### src/rtl/riscv_run_ctrl_pkg.sv
// Shared definitions for the run controller: command encodings, controller states
// and default memory geometry / halt instruction.
package riscv_run_ctrl_pkg;

    localparam int          IMEM_AW_DEF    = 8;
    localparam logic [31:0] HALT_INSTR_DEF = 32'h00100073;

    typedef enum logic [1:0] {
        OP_LOAD = 2'b00,
        OP_RUN  = 2'b01,
        OP_STEP = 2'b10,
        OP_HALT = 2'b11
    } cmd_op_e;

    typedef enum logic [2:0] {
        ST_IDLE,
        ST_LOAD,
        ST_CLR,
        ST_RUN,
        ST_STEP,
        ST_DONE
    } state_e;

endpackage

### src/rtl/riscv_prog_loader.sv
// Streams program words into instruction memory while the controller is in LOAD,
// with a write-address counter and detection of the last addressable word.
module riscv_prog_loader
    import riscv_run_ctrl_pkg::*;
#(
    parameter int IMEM_AW = IMEM_AW_DEF
) (
    input  logic               clk,
    input  logic               rst,
    input  logic               active,
    input  logic               start,
    input  logic               ld_valid,
    input  logic [31:0]        ld_data,
    input  logic               ld_last,
    output logic               ld_ready,
    output logic               imem_we,
    output logic [IMEM_AW-1:0] imem_waddr,
    output logic [31:0]        imem_wdata,
    output logic               finish,
    output logic               overflow
);

    localparam logic [IMEM_AW-1:0] ADDR_MAX = '1;

    logic [IMEM_AW-1:0] addr_reg;
    logic [IMEM_AW-1:0] addr_next;
    logic               beat;
    logic               at_end;

    assign beat       = active && ld_valid;
    assign at_end     = (addr_reg == ADDR_MAX);
    assign ld_ready   = active;
    assign imem_we    = beat;
    assign imem_waddr = addr_reg;
    assign imem_wdata = ld_data;
    assign finish     = beat && (ld_last || at_end);
    // Filling the last word without ld_last ends the load; nothing wraps to 0.
    assign overflow   = beat && !ld_last && at_end;

    always_comb begin
        addr_next = addr_reg;
        if (start) begin
            addr_next = '0;
        end else if (beat) begin
            addr_next = addr_reg + 1'b1;
        end
    end

    always_ff @(posedge clk) begin
        if (rst) begin
            addr_reg <= '0;
        end else begin
            addr_reg <= addr_next;
        end
    end

endmodule

### src/rtl/riscv_run_ctrl.sv
// Run controller for a small RISC-V core: program loading, budgeted or unlimited
// runs, single-stepping, and cycle counting, driven by a simple command port.
module riscv_run_ctrl
    import riscv_run_ctrl_pkg::*;
#(
    parameter int          IMEM_AW    = IMEM_AW_DEF,
    parameter logic [31:0] HALT_INSTR = HALT_INSTR_DEF
) (
    input  logic               clk,
    input  logic               rst,
    input  logic               cmd_valid,
    output logic               cmd_ready,
    input  logic [1:0]         cmd_op,
    input  logic [31:0]        cmd_data,
    input  logic               ld_valid,
    output logic               ld_ready,
    input  logic [31:0]        ld_data,
    input  logic               ld_last,
    output logic               imem_we,
    output logic [IMEM_AW-1:0] imem_waddr,
    output logic [31:0]        imem_wdata,
    output logic               core_rst,
    output logic               core_en,
    input  logic [31:0]        core_instr,
    output logic               busy,
    output logic               done,
    output logic               err,
    output logic [31:0]        cycle_cnt
);

    state_e      state_reg, state_next;
    logic [31:0] budget_reg, budget_next;
    logic [31:0] cnt_reg, cnt_next;
    logic        err_reg, err_next;
    logic [31:0] cnt_inc;
    logic        load_start;
    logic        load_active;
    logic        load_finish;
    logic        load_overflow;
    logic        halt_fetched;
    cmd_op_e     op;

    assign op           = cmd_op_e'(cmd_op);
    assign halt_fetched = (core_instr == HALT_INSTR);
    assign cnt_inc      = (cnt_reg == 32'hFFFF_FFFF) ? cnt_reg : cnt_reg + 32'd1;
    assign load_active  = (state_reg == ST_LOAD) && !rst;

    riscv_prog_loader #(
        .IMEM_AW (IMEM_AW)
    ) u_loader (
        .clk        (clk),
        .rst        (rst),
        .active     (load_active),
        .start      (load_start),
        .ld_valid   (ld_valid),
        .ld_data    (ld_data),
        .ld_last    (ld_last),
        .ld_ready   (ld_ready),
        .imem_we    (imem_we),
        .imem_waddr (imem_waddr),
        .imem_wdata (imem_wdata),
        .finish     (load_finish),
        .overflow   (load_overflow)
    );

    always_comb begin
        state_next  = state_reg;
        budget_next = budget_reg;
        cnt_next    = cnt_reg;
        err_next    = err_reg;
        cmd_ready   = 1'b0;
        core_en     = 1'b0;
        core_rst    = rst;
        done        = 1'b0;
        load_start  = 1'b0;

        case (state_reg)
            ST_IDLE: begin
                cmd_ready = 1'b1;
                if (cmd_valid) begin
                    case (op)
                        OP_LOAD: begin
                            state_next = ST_LOAD;
                            load_start = 1'b1;
                            err_next   = 1'b0;
                        end
                        OP_RUN: begin
                            state_next  = ST_CLR;
                            budget_next = cmd_data;
                        end
                        OP_STEP: state_next = ST_STEP;
                        default: state_next = ST_IDLE;
                    endcase
                end
            end
            ST_LOAD: begin
                if (load_finish) begin
                    state_next = ST_IDLE;
                end
                if (load_overflow) begin
                    err_next = 1'b1;
                end
            end
            ST_CLR: begin
                core_rst   = 1'b1;
                cnt_next   = '0;
                state_next = ST_RUN;
            end
            ST_RUN: begin
                cmd_ready = 1'b1;
                if (cmd_valid && op != OP_HALT) begin
                    err_next = 1'b1;
                end
                // EBREAK outranks a HALT command, which outranks the budget.
                if (halt_fetched) begin
                    state_next = ST_DONE;
                end else if (cmd_valid && op == OP_HALT) begin
                    state_next = ST_DONE;
                end else begin
                    core_en  = 1'b1;
                    cnt_next = cnt_inc;
                    if (budget_reg != '0 && cnt_reg == budget_reg - 32'd1) begin
                        state_next = ST_DONE;
                    end
                end
            end
            ST_STEP: begin
                if (halt_fetched) begin
                    state_next = ST_DONE;
                end else begin
                    core_en    = 1'b1;
                    cnt_next   = cnt_inc;
                    state_next = ST_IDLE;
                end
            end
            ST_DONE: begin
                done       = 1'b1;
                state_next = ST_IDLE;
            end
            default: state_next = ST_IDLE;
        endcase

        if (rst) begin
            cmd_ready  = 1'b0;
            core_en    = 1'b0;
            done       = 1'b0;
            load_start = 1'b0;
        end
    end

    always_ff @(posedge clk) begin
        if (rst) begin
            state_reg  <= ST_IDLE;
            budget_reg <= '0;
            cnt_reg    <= '0;
            err_reg    <= 1'b0;
        end else begin
            state_reg  <= state_next;
            budget_reg <= budget_next;
            cnt_reg    <= cnt_next;
            err_reg    <= err_next;
        end
    end

    assign busy      = (state_reg != ST_IDLE) && !rst;
    assign err       = err_reg;
    assign cycle_cnt = cnt_reg;

endmodule

### config.mk
export PLATFORM = sky130hd
export DESIGN_NAME = riscv_run_ctrl
export DESIGN_NICKNAME = d
export VERILOG_FILES = /design/src/rtl/riscv_run_ctrl_pkg.sv /design/src/rtl/riscv_prog_loader.sv /design/src/rtl/riscv_run_ctrl.sv
export SDC_FILE = /design/constraint.sdc
export NUM_CORES = 1
export LEC_CHECK = 0
export ABC_AREA = 1
export CAP_MARGIN = 20
export CELL_PAD_IN_SITES_DETAIL_PLACEMENT = 2
export CELL_PAD_IN_SITES_GLOBAL_PLACEMENT = 2
export CORE_MARGIN = 2
export CORE_UTILIZATION = 26
export CTS_CLUSTER_DIAMETER = 80
export CTS_CLUSTER_SIZE = 10
export DETAILED_ROUTE_END_ITERATION = 8
export PLACE_DENSITY = 0.95
export SYNTH_ARGS = -nofsm -noshare
export SYNTH_HDL_FRONTEND = slang
export SYNTH_HIERARCHICAL = 1
export SYNTH_SLANG_ARGS = --single-unit
### constraint.sdc
create_clock -name clk -period 4.4 [get_ports clk]
set_input_delay 0.66 -clock clk [delete_from_list [all_inputs] [get_ports clk]]
set_output_delay 0.66 -clock clk [all_outputs]
set_load 0.02 [all_outputs]
==> impl_metrics.yaml <==
worst_setup_path:
  endpoint_kind: "output port"
  crit_path_start: "core_instr[16]"
  worstPathRequired_ns: 3.74
  crit_path_top_delay_cell: "clkdlybuf4s50_1"
  critical_path_buf_inv_count: 3
  worstPathCellList: "clkdlybuf4s50_1, nor4_1, nand2_1, nor2_1, nand2_1, nand2_1, nor2_1, inv_1, a21oi_1, clkdlybuf4s50_1"
  slowest_delay_ns: 0.56
  critPathMaxFanout: 4
  cp_top_family: "buffers and inverters"
  r2r-start: "state_reg[2]$_SDFFE_PP0P_"
  crit_arrival_ns: 2.74
  cp-start-kind: "input pin"
  crit_path_frequent_cell: "nand2_1"
  path_class: "input pin to output port"
cts:
  cts_post_setup_buffers_inserted: 0
  clk_pin_slew_ns: 0.06
  clockBufferDepth: 2
  cts-root-buf: "clkbuf_16"
  ctsHtreeMaxLevel: 3
  cts_buffers: 9
  clkSinkCount: 76
  cts_resized: 0
  cts_tree: "yes"
  postCtsHoldBufs: 0
  clk_latency_ns: 0.37
floorplan:
  die_y_um: 154
  dieArea_sq_um: 23600
  num_rows: 54
  die_w_um: 154
  ios: 183
  start_util_pct: 26.6
  core_sq_um: 21900
place:
  dp_cells: 1278
  dp_hpwl_mm: 19.4
  post-place-ws_ns: 1.02
  port_buffers: 118
  gp_congestion: 0.870
layout:
  fin_nets: 1115
  drive_gt1_share_pct: 6.21
  diodes: 0
  syn_to_final_growth_pct: 25.1
  final_cell_mix: "nand2_1, nor2_1, clkdlybuf4s50_1"
  fillCellCount: 2725
  layout_commonest_cell: "nand2_1"
  finalNonFillerCells: 1294
grt:
  antenna_found_initial: 0
  grt_pass1_wl_mm: 40.6
  grt_pass1_vias: 7371
  grt_use_total_pct: 21.7
  grt_overflow: 0
  grt_max_degree: 55
sta:
  timing.fmax_mhz: 294
  finalWorstSetupSlack_ns: 0.999
  grt_setup_unrepaired: "false"
  setup_viol: 0
  clock_skew_ns: 0.0105
  period_share_pct: 77.3
  slew_viol_final: 0
  hold_viol_final: 0
  hold_ws_ns: 0.508
  worst_slew_pin_slew_ns: 0.934
  tns_ns: 0
  fin_crit_ns: 3.40
  maxSlewHeadroom_pct: 37.7
drt:
  wl_per_cell_um: 19.6
  num_vias: 6522
  routed_wl_mm: 25.3
  drc: 0
  ant_nets: 0
  drt_iter0_drc: 288
  via_per_inst: 5.04
  first_pass_iters: 4
synth:
  yosys.area.top_type: "dfxtp_1"
  yosys.area_share.adder_pct: 0.646
  ys_ff_latch: 76
  synth_area_leaders: "dfxtp_1, nand2_1, nor2_1"
  yosys_warnings: 6
  syn_area_sq_um: 5810
  synth_top_family_by_area: "simple AND/OR/NAND/NOR gates"
  synth-simple-area-share_pct: 42.0
  syn_inst: 940
  synth_compound_area_share_pct: 9.81
  synth_area_per_cell_sq_um: 6.18
  yosys.area.top_type_share_pct: 26.2
  synth_ff_type: "dfxtp_1"
  synth_mux_area_share_pct: 0
  synth_xor_xnor_area_share_pct: 8.59
  synth_cell_types: 36
  syn-num-nets: 1046
  async_reset_ff_share_pct: 0
  synth_edf_count: 0
  ys_seq_area_share_pct: 26.2
pwr:
  peakVddDrop_uv: 158
  power_density_nw_per_um2: 308
  p_leak_nw: 2.77
hold_path:
  worstHoldStart: "budget_reg[28]$_SDFFE_PP0P_"
  hold_path.class: "register to register"
job:
  drv_cap: 0
status:
  status: "complete, no violations"
[through the flow]
stage / power, mW / utilization [%] / instance area, sq um
4_1_cts: 2.25 / 33.2 / 7270
3_3_place_gp: 1.40 / 31.8 / 6970
2_1_floorplan: 1.24 / - / 5810
6_report: 2.24 / 33.2 / 7270
3_5_place_dp: 1.45 / 31.8 / 6970
5_1_grt: 2.37 / 33.2 / 7270
[worst min-delay path: stages, from the launching register on]
cell and delay [ns]:
dfxtp_1 0.33, inv_1 0.08, a21oi_1 0.05
[power by group]
group | total [mW] | internal, mW | switching (mW) | leakage (nW)
logic | 0.702 | 0.243 | 0.459 | 2.01
registers | 0.752 | 0.714 | 0.0386 | 0.616
clock network | 0.783 | 0.442 | 0.341 | 0.138
[final cells by class]
| type | count | area [sq um] | area share, % |
|---|---|---|---|
| Sequential cell | 76 | 1520 | 20.9 |
| Multi-Input combinational cell | 710 | 3550 | 48.8 |
| Timing Repair Buffer | 122 | 1210 | 16.7 |
| Tap cell | 280 | 350 | 4.82 |
| Clock inverter | 7 | 75.1 | 1.03 |
| Inverter | 90 | 338 | 4.65 |
| Clock buffer | 9 | 225 | 3.10 |
[Yosys cell counts, types with 4 or more instances]
library cell,count
nand2_1,220
nor2_1,163
inv_1,85
dfxtp_1,76
nand3_1,61
a21oi_1,59
xor2_1,43
o21ai_0,40
buf_4,34
nand4_1,21
nor3_1,18
nor4_1,17
clkbuf_1,16
xnor2_1,14
nor2_2,10
nand2_2,7
nor2_4,7
buf_2,6
inv_2,5
clkbuf_2,4
nand3b_1,4
nor3_2,4
[routing by layer]
metal	wire length (um)	global-route usage (%)
met1	11100	26.4
met2	12700	38.8
met3	1030	3.78
met4	559	6.95
met5	0	0
[worst paths after layout]
check | endpoint | cells past startpoint | slack [ns]
setup / recovery | core_en | 10 | 1.0
setup reg to reg | cycle_cnt[1]$_SDFFE_PP0P_ | 9 | 1.28
hold reg to reg | budget_reg[28]$_SDFFE_PP0P_ | 2 | 0.51
hold / removal | budget_reg[28]$_SDFFE_PP0P_ | 2 | 0.51
[cells by family (layout without fill, tap and decap cells)]
group | count (synthesis) | after routing
compound gates | 108 | 108
simple gates | 542 | 542
buf+inv | 154 | 228
fa+ha+maj | 3 | 3
xor+xnor | 57 | 57
flops | 76 | 76
(Power assumes the default switching activity.)
==> RTL change 1, RTL diff (config.mk and constraints unchanged) <==
Change the package constant `IMEM_AW_DEF` from 8 to 9.
--- a/src/rtl/riscv_run_ctrl_pkg.sv
+++ b/src/rtl/riscv_run_ctrl_pkg.sv
@@ -2,7 +2,7 @@
 // and default memory geometry / halt instruction.
 package riscv_run_ctrl_pkg;
 
-    localparam int          IMEM_AW_DEF    = 8;
+    localparam int          IMEM_AW_DEF    = 9;
     localparam logic [31:0] HALT_INSTR_DEF = 32'h00100073;
 
     typedef enum logic [1:0] {
Interface: changed (resized imem_waddr); port bits go from 183 to 184. No check against the original RTL was run, so the function may have changed too.
==> RTL change 1 against the original RTL <==
Die area up 1.1%. Total power increased by 0.40%. First-iteration DRC count shrank 13%. Via count grew 2.1%. Routed wire length is 0.13% lower. Worst setup slack improved by 60 ps. Design area increased by 1.2%. Area after synthesis grew 1.1%. Maximum frequency rose by 1.8%. Non-clock buffer count increased by 2. Sequential cell count grew 1. Critical path type unchanged. Largest power group unchanged.
==> RTL change 1: results (changes against the original RTL) <==
- Total power: 2.246 mW (+0.40%)
- Number of antenna diodes: 0 (unchanged)
- Worst EP arrival: 2680 ps (-60 ps)
- Share of cells above drive strength 1: 6.281% (+0.068 points)
- Int Power: 1.409 mW (+0.73%)
- Global-route wire length before repair: 40,370 um (-0.46%)
- Avg Inst Size Synth: 6.231 um2 (+0.75%)
- Clock Power Share: 34.9% (about the same)
- Vias in the first global route: 7,471 (+1.4%)
- GP Congestion: 0.9174 (+5.5%)
- Sequential area share after synthesis: 26.24% (+0.062 points)
- Resized Gates After CTS: 0 (unchanged)
- CP max FO: 4 (unchanged)
- Layout Skew: 12.49 ps (+1.984 ps)
- Leakage: 2.814 nW (+1.7%)
- Routed length per instance: 19.38 um (-0.89%)
- Cell variety after synth: 38 (+5.6%)
- Drt total wl: 25,270 um (-0.13%)
- Port-buffer cells: 119 (+0.85%)
- Root buffer cell: clkbuf_16
- Comb pwr share: 31.1% (-0.3 points)
- Number of cells after detailed placement: 1,288 (+0.78%)
- Outcome: finished clean
- Max VDD drop: 0.1973 mV (+24%)
- Total track usage: 21.53% (-0.18 points)
- Layout Nets: 1,121 (+0.54%)
- # Post-CTS Setup Buffers: 0 (unchanged)
- Min-Delay Path Class: reg -> reg
- Most instantiated cells after synthesis: 215 x nand2_1, 162 x nor2_1, 86 x inv_1
- Initial DRC count: 252 (-13%)
- Reg clk slew, reported paths: 60 ps (about the same)
- Largest net degree at the start of global routing: 38 (-31%)
- Synth top area cells: dfxtp_1 26%, nand2_1 14%, nor2_1 10%
- HPWL Detailed: 19,270 um (-0.88%)
- Vias per Instance: 5.108 (+1.3%)
- Headroom to the max-slew limit: 51.49% (+14 points)
- Top_reg_cell synth: dfxtp_1
-- RTL change 1: final timing paths --
check	to	startpoint	cells after the start	slack (ps)
max reg2reg	budget_reg[18]	state_reg[1]	9	1820
min reg2reg	budget_reg[29]	budget_reg[29]	2	510
min	budget_reg[29]	budget_reg[29]	2	510
max	core_en	core_instr[1]	11	1060
-- RTL change 1: routing by layer --
layer / vias up / track usage [%] / routed length (um)
met5: - / 0 / 0
li1: 3138 / - / -
met1: 3339 / 23.87 / 10300
met3: 43 / 4.511 / 1133
met2: 141 / 40.98 / 13260
met4: 0 / 6.746 / 581
-- RTL change 1: area by class of cell --
type | instances | area, um2
Timing Repair Buffer | 124 | 1229
Clock inverter | 7 | 75.07
Multi-Input combinational cell | 711 | 3587
Tap cell | 285 | 356.6
Fill cell | 2757 | 15080
Sequential cell | 77 | 1541
Clock buffer | 9 | 225.2
Inverter | 91 | 344.1
-- RTL change 1: critical path: stages --
cell and delay, ps:
clkdlybuf4s50_1 460, nand2_1 50, nor3_1 210, nand4_1 140, nor2_1 150, nand2_1 130, nand2_1 90, nor2_1 60
inv_1 70, a21oi_1 90, clkdlybuf4s50_1 570
-- RTL change 1: cells by family after synthesis --
family | Yosys count | synth area share, %
AO/OA/AOI/OAI | 112 | 10.01
XOR/XNOR | 57 | 8.497
adder cells (fa/ha/maj) | 4 | 0.8518
AND/OR/NAND/NOR | 538 | 41.70
flip-flops | 77 | 26.24
buffers and inverters | 155 | 12.71
-- RTL change 1: stage by stage --
step / instance area (um2) / hold slack (ps) / setup slack, ps
detailed placement: 7058 / 504.7 / 1019
finish: 7358 / 511.7 / 1059
global route: 7358 / 543.4 / 946.7
CTS: 7358 / 521.6 / 1019
global placement: 7058 / 487.6 / 1142
floorplan: 5876 / 457.0 / 2077
==> RTL change 2, RTL diff (same flow settings) <==
Made on the original files. Re-encode `state_e` (6 states) as one-hot, 6 bits wide.
--- a/src/rtl/riscv_run_ctrl_pkg.sv
+++ b/src/rtl/riscv_run_ctrl_pkg.sv
@@ -12,13 +12,13 @@
         OP_HALT = 2'b11
     } cmd_op_e;
 
-    typedef enum logic [2:0] {
-        ST_IDLE,
-        ST_LOAD,
-        ST_CLR,
-        ST_RUN,
-        ST_STEP,
-        ST_DONE
+    typedef enum logic [5:0] {
+        ST_IDLE = 6'b000001,
+        ST_LOAD = 6'b000010,
+        ST_CLR  = 6'b000100,
+        ST_RUN  = 6'b001000,
+        ST_STEP = 6'b010000,
+        ST_DONE = 6'b100000
     } state_e;
 
 endpackage
Behaviour: same outputs for any inputs over 10 cycles, from zero or initial values and one cycle with rst high; not proved beyond that.
==> RTL change 2 against the original RTL <==
Area after synthesis increased by 2.4%. Count of clock-buffer cells in the layout increased by 3. Routed wire length decreased by 0.26%. Die area increased by 2.3%. Worst setup slack got worse by 44 ps. Utilization decreased by 0.35 points. Sequential cell count increased by 3. Design area increased by 2.0%. Critical path depth unchanged. Total power decreased by 0.37%.
==> RTL change 2: results (changes against the original RTL) <==
- Outcome: finished clean
- Leakage: 2.905 nW (+5.0%)
- Layout Skew: 6.437 ps (-4.070 ps)
- Max VDD drop: 0.1566 mV (-1.2%)
- Multi-input gates: 708 (-0.28%)
- Met2 WL: 13,110 um (+3.5%)
- Clkbuf count: 12 (+3)
- Slowest stage delay, CP: 650 ps (+90 ps)
- Reg2Reg Setup Slack: 1240 ps (-40 ps)
- Worst-margin pin slew: 842.6 ps (-91.91 ps)
- Synth Area in Compound Gates: 10.59% (+0.78 points)
- Initial DRC count: 231 (-20%)
- Share of cells above drive strength 1: 11.12% (+4.9 points)
- Fill count: 2,735 (+0.37%)
- Plain + repair buffers: 121 (-0.82%)
- Layout Nets: 1,118 (+0.27%)
- CP max FO: 4 (unchanged)
- Net Sw Frac: 33.98% (-3.5 points)
- HPWL Detailed: 19,450 um (about the same)
- Synthesized-area fraction occupied by adder cells: 0.6305% (-0.015 points)
- GP Congestion: 0.8247 (-5.2%)
- Vias in the first global route: 7,415 (+0.60%)
- Post-synthesis register bit count: 79 (+3.9%)
- Tapcells: 285 (+1.8%)
- Placed inst area: 7104 um2 (+1.9%)
- Cell variety after synth: 45 (+25%)
- Clock Power Share: 37.6% (+2.6 points)
- Signal inverters: 93 (+3.3%)
- Routed wl met3: 1011 um (-2.0%)
- Clock network area share: 4.233% (+0.10 points)
- Final critical-path share of the clock period: 78.28% (+0.99 points)
- Routed met1 length: 10,340 um (-6.5%)
- Total track usage: 21.15% (-0.57 points)
- Synth top area cells: dfxtp_1 27%, nand2_1 13%, nor2_1 12%
- Non-clock buffer share: 16.16% (-0.50 points)
- Drt total wl: 25,240 um (-0.26%)
- Global-route wire length before repair: 39,930 um (-1.5%)
- Seq/total area: 21.32% (+0.40 points)
- Most instantiated cells after synthesis: 214 x nand2_1, 184 x nor2_1, 79 x dfxtp_1, 79 x inv_1, 40 x nand3_1
- Largest net degree at the start of global routing: 48 (-13%)
- Finished Layout Cells: 1,301 (+0.54%)
- Vias: 6,504 (-0.28%)
-- RTL change 2: layer usage --
metal	vias to the layer above	global-route usage, %
met5	-	0
met4	0	9.436
met3	51	3.287
met2	145	38.88
met1	3198	24.09
li1	3110	-
-- RTL change 2: worst paths after layout --
kind / startpoint / endpoint / cells after the start
min: err / err / 2
max reg2reg: cycle_cnt[1] / cycle_cnt[9] / 13
min reg2reg: err / err / 2
max: core_instr[1] / core_en / 10
-- RTL change 2: through the flow --
step | utilization, % | hold WS, ps | total power [mW] | setup slack, ps
2_1_floorplan | - | 467.4 | 1.220 | 2071
3_3_place_gp | 31.47 | 455.1 | 1.349 | 1038
3_5_place_dp | 31.47 | 489.6 | 1.397 | 965.1
4_1_cts | 32.87 | 504.0 | 2.247 | 960.8
5_1_grt | 32.87 | 537.1 | 2.339 | 799.5
6_report | 32.87 | 499.4 | 2.229 | 955.7
